**config.mk**
```make
export PLATFORM = sky130hd
export DESIGN_NAME = rtc_prescaler
export DESIGN_NICKNAME = d
export VERILOG_FILES = /design/src/rtl/rtc_prescaler.sv
export SDC_FILE = /design/constraint.sdc
export NUM_CORES = 1
export LEC_CHECK = 0
export BUFFER_PORTS_ARGS = -buffer_cell sky130_fd_sc_hd__buf_2
export CAP_MARGIN = 30
export CELL_PAD_IN_SITES_DETAIL_PLACEMENT = 1
export CELL_PAD_IN_SITES_GLOBAL_PLACEMENT = 1
export CORE_UTILIZATION = 44
export CTS_CLUSTER_DIAMETER = 100
export DETAILED_ROUTE_END_ITERATION = 10
export PLACE_DENSITY = 0.95
export SLEW_MARGIN = 10
export SYNTH_ARGS = -nofsm -noshare
export SYNTH_HDL_FRONTEND = slang
export SYNTH_SLANG_ARGS = --single-unit
```
**constraint.sdc**
```tcl
create_clock -name clk_i -period 4.8 [get_ports clk_i]
set_input_delay 0.96 -clock clk_i [delete_from_list [all_inputs] [get_ports clk_i]]
set_output_delay 0.96 -clock clk_i [all_outputs]
set_load 0.1 [all_outputs]
```
**src/rtl/rtc_prescaler.sv**
```systemverilog
// rtc_prescaler: programmable tick prescaler for the RTC counter stage.
// Divides clk_i by a handshaked divisor and emits one single-cycle tick_o per
// period. Optional build macro RTC_PRESCALER_CLAMP_EN: when defined, divisors
// 0 and 1 are clamped to 2; otherwise they are acknowledged and discarded.
module rtc_prescaler #(
    parameter int unsigned DIV_WIDTH = 20
) (
    input  logic                 clk_i,
    input  logic                 rst_i,
    input  logic                 en_i,
    input  logic [DIV_WIDTH-1:0] div_i,
    input  logic                 div_valid_i,
    output logic                 div_ready_o,
    output logic                 div_done_o,
    output logic                 tick_o,
    output logic [DIV_WIDTH-1:0] div_cnt_o
);

    typedef enum logic [1:0] {
        IDLE = 2'd0,
        LOAD = 2'd1,
        RUN  = 2'd2
    } state_e;

    localparam logic [DIV_WIDTH-1:0] ONE = DIV_WIDTH'(1);
    localparam logic [DIV_WIDTH-1:0] TWO = DIV_WIDTH'(2);

    state_e               state_q;
    logic [DIV_WIDTH-1:0] div_q;
    logic [DIV_WIDTH-1:0] cnt_q;
    logic                 tick_q;
    logic                 done_q;

    logic                 accept;
    logic                 div_ok;
    logic [DIV_WIDTH-1:0] div_eff;

    // Ready depends on state only: a divisor is taken in IDLE and RUN.
    assign div_ready_o = (state_q != LOAD);
    assign accept      = div_valid_i && div_ready_o;

    // Divisor legality: too-small divisors are either clamped or dropped.
    always_comb begin
        div_eff = div_i;
        div_ok  = 1'b1;
`ifdef RTC_PRESCALER_CLAMP_EN
        if (div_i < TWO) begin
            div_eff = TWO;
        end
`else
        if (div_i < TWO) begin
            div_ok = 1'b0;
        end
`endif
    end

    // Prescaler FSM with down-counter and registered tick/done.
    always_ff @(posedge clk_i) begin
        if (rst_i) begin
            state_q <= IDLE;
            div_q   <= '0;
            cnt_q   <= '0;
            tick_q  <= 1'b0;
            done_q  <= 1'b0;
        end else if (accept && div_ok) begin
            // New divisor aborts any running period without a tick.
            state_q <= LOAD;
            div_q   <= div_eff;
            cnt_q   <= '0;
            tick_q  <= 1'b0;
            done_q  <= 1'b0;
        end else begin
            case (state_q)
                LOAD: begin
                    state_q <= RUN;
                    cnt_q   <= div_q - ONE;
                    done_q  <= 1'b1;
                    tick_q  <= 1'b0;
                end
                RUN: begin
                    if (en_i && (cnt_q == '0)) begin
                        tick_q <= 1'b1;
                        cnt_q  <= div_q - ONE;
                    end else if (en_i) begin
                        tick_q <= 1'b0;
                        cnt_q  <= cnt_q - ONE;
                    end else begin
                        tick_q <= 1'b0;
                    end
                end
                default: begin
                    tick_q <= 1'b0;
                end
            endcase
        end
    end

    assign tick_o     = tick_q;
    assign div_done_o = done_q;
    assign div_cnt_o  = cnt_q;

endmodule

```
==> metrics <==
initial antenna violation count 0; Port Buf Inserts 46; drt drc 0; minimum clock period after layout around 2.9 ns; die height 78.3 µm; Yosys warnings 0; Die W 78.3 µm; Startpoint Class input port; WHS Path Cells 2; Via Count 2585; Fin. Hold Viols 0; Mapped Cells 308; Root Driver clkbuf_8; Synth Cell Area 0.00256 mm²; hold path start state_q[0]; EDFF count, synth 0; PD cells 375 mW/mm²; GRT overflow 0; reg2reg start div_cnt_o[11]; Fin Clk Skew between 0.006 and 0.007 ns; WL/cell around 18 µm; Setup Fix Bufs, Post-CTS 0; Tcrit/Tclk final 60.2%; Worst Max-Slew Pin Slew ~0.84 ns; drt pass-1 iters 4; Max Transition Viols Final 0; outcome finished, final reports clean; Fin Setup TNS 0 ns; cell area after layout 0.00297 mm²; Mapped Nets 335; Crit Path Max Fanout 13; FF-to-FF path depth 6; RSZ-0062 raised after global routing no; Core Area 0.00557 mm²; Nets roughly 380; Total GRT Usage about a quarter; area grow syn2layout 16.0%; clock latency on the worst-skew pair 0.30 ns; Placed Area 0.00282 mm²; Starting Density roughly 46%; area leader, netlist dfxtp_1; post-synthesis sequential area ratio between 30% and 40%; worst path required time 5.04 ns; die footprint between 0.006 and 0.007 mm²; Max Root-Sink Buffers 2; leakage power 0.00122 µW; clk sink count 43; routed wire length just under 8 mm; Final Power 1110 µW; hold_ws 0.510 ns; Max-Cap Viols 0; I/O Pins 47; Yosys cell types 52; number of global-route vias before repair 2400; top_reg_cell synth dfxtp_1; final setup fails 0; Async S/R FF share, synth 0%; Antenna diodes 0; post-synth top area share 33.6%; worst endpoint data arrival time 3.13 ns; Post-Syn Area per Cell 8.32 µm²; worst setup path start div_i[7]; number of antenna-violating nets in the routed design 0; slew margin rel. 43.7%; CTS H-tree depth 2; routability cong. ~0.83; layout cells sized above 1 19.9%; CTS tree done; DR vias/cell 6.11; CTS clock-pin slew for the worst setup and hold paths approximately 0.080 ns; Site Rows 27; Max Clk Rate 0.346 GHz; Post-DP HPWL 5.61 mm; register bit total from synthesis 43; Post-CTS Hold Fix Bufs 0; first-pass GRT wire length 12.1 mm; synth top area cells dfxtp_1 (34%), mux2i_1 (9.8%), nor2_1 (5.6%); First DRT Iteration DRCs around 160; post-cts gate resize count 0; Min-Delay Path Class reg -> reg; Post-synth top cells dfxtp_1 (43), nor2_1 (38), mux2i_1 (25); CP Class in -> reg; critical path endpoint category flip-flop; largest net degree at the start of global routing 26; CTS buffer count 5; count leader, synth dfxtp_1; worst IR drop on VDD about 0.19 mV
-- critical path: stages --
cell and delay [ns]:
buf_2 0.11, nor4_1 0.30, nand3_1 0.19, o211a_1 0.44, buf_4 0.30, nor3_1 0.61
a32o_1 0.22
-- sequential cells by signal, indices dropped and copies added, names as in the netlist --
name        flops
div_cnt_o      20
div_q          20
div_done_o      1
state_q         1
tick_o          1
-- stage by stage --
| step | worst slack [ns] | util (%) | instances |
|---|---|---|---|
| 5_1_grt | 1.71 | 53.3 | 423 |
| 6_report | 1.91 | 53.3 | 423 |
| 3_3_place_gp | 1.72 | 50.6 | 411 |
| 3_5_place_dp | 1.64 | 50.6 | 411 |
| 4_1_cts | 1.79 | 52.7 | 419 |
| 2_1_floorplan | 1.68 | - | 308 |
-- report_power, final --
part           leakage (µW)  switching [µW]  internal, µW
sequential         0.000352            33.7           379
clock             0.0000612             133           169
combinational      0.000809             270           129
total               0.00122             436           677
-- kinds of logic (layout without fill, tap and decap cells) --
| group | count (synthesis) | count (layout) | share of synthesized area [%] |
|---|---|---|---|
| fa+ha+maj | 3 | 3 | 1.47 |
| mux | 26 | 26 | 10.2 |
| simple gates | 132 | 132 | 27.0 |
| buf+inv | 26 | 69 | 4.49 |
| compound gates | 65 | 65 | 18.8 |
| flops | 43 | 43 | 33.6 |
| xor+xnor | 13 | 13 | 4.45 |
-- layout make-up --
class,count,area [µm²]
Multi-Input combinational cell,239,1590
Inverter,7,26.3
Clock inverter,2,35.0
Fill cell,707,2600
Tap cell,72,90.1
Clock buffer,6,82.6
Timing Repair Buffer,54,290
Sequential cell,43,861
-- routing by layer --
layer / global-route usage [%] / wire length [µm] / up-vias
met3: 3.72 / 411 / 16
met5: 0 / 0 / -
li1: - / - / 1245
met2: 41.8 / 3650 / 89
met4: 10.0 / 140 / 0
met1: 33.5 / 3520 / 1235
-- cells in the final DEF, fill, tap and decap left out, drive strengths merged, types with 7 or more instances in the layout --
cell type / n
buf: 51
nand2: 18
nand3: 14
a21oi: 8
dfxtp: 43
o21ai: 11
inv: 7
xnor2: 11
nand4: 7
clkbuf: 9
nor2: 38
mux2i: 25
nor3: 15
nor4: 17
-- path summary, 6_finish.rpt --
path              slack (ns)       endpoint
setup / recovery        1.91   div_cnt_o[3]
hold / removal          0.51     div_done_o
setup reg to reg        2.00  div_cnt_o[15]
hold reg to reg         0.51     div_done_o
Note: power is estimated with default switching activity, not from simulation.
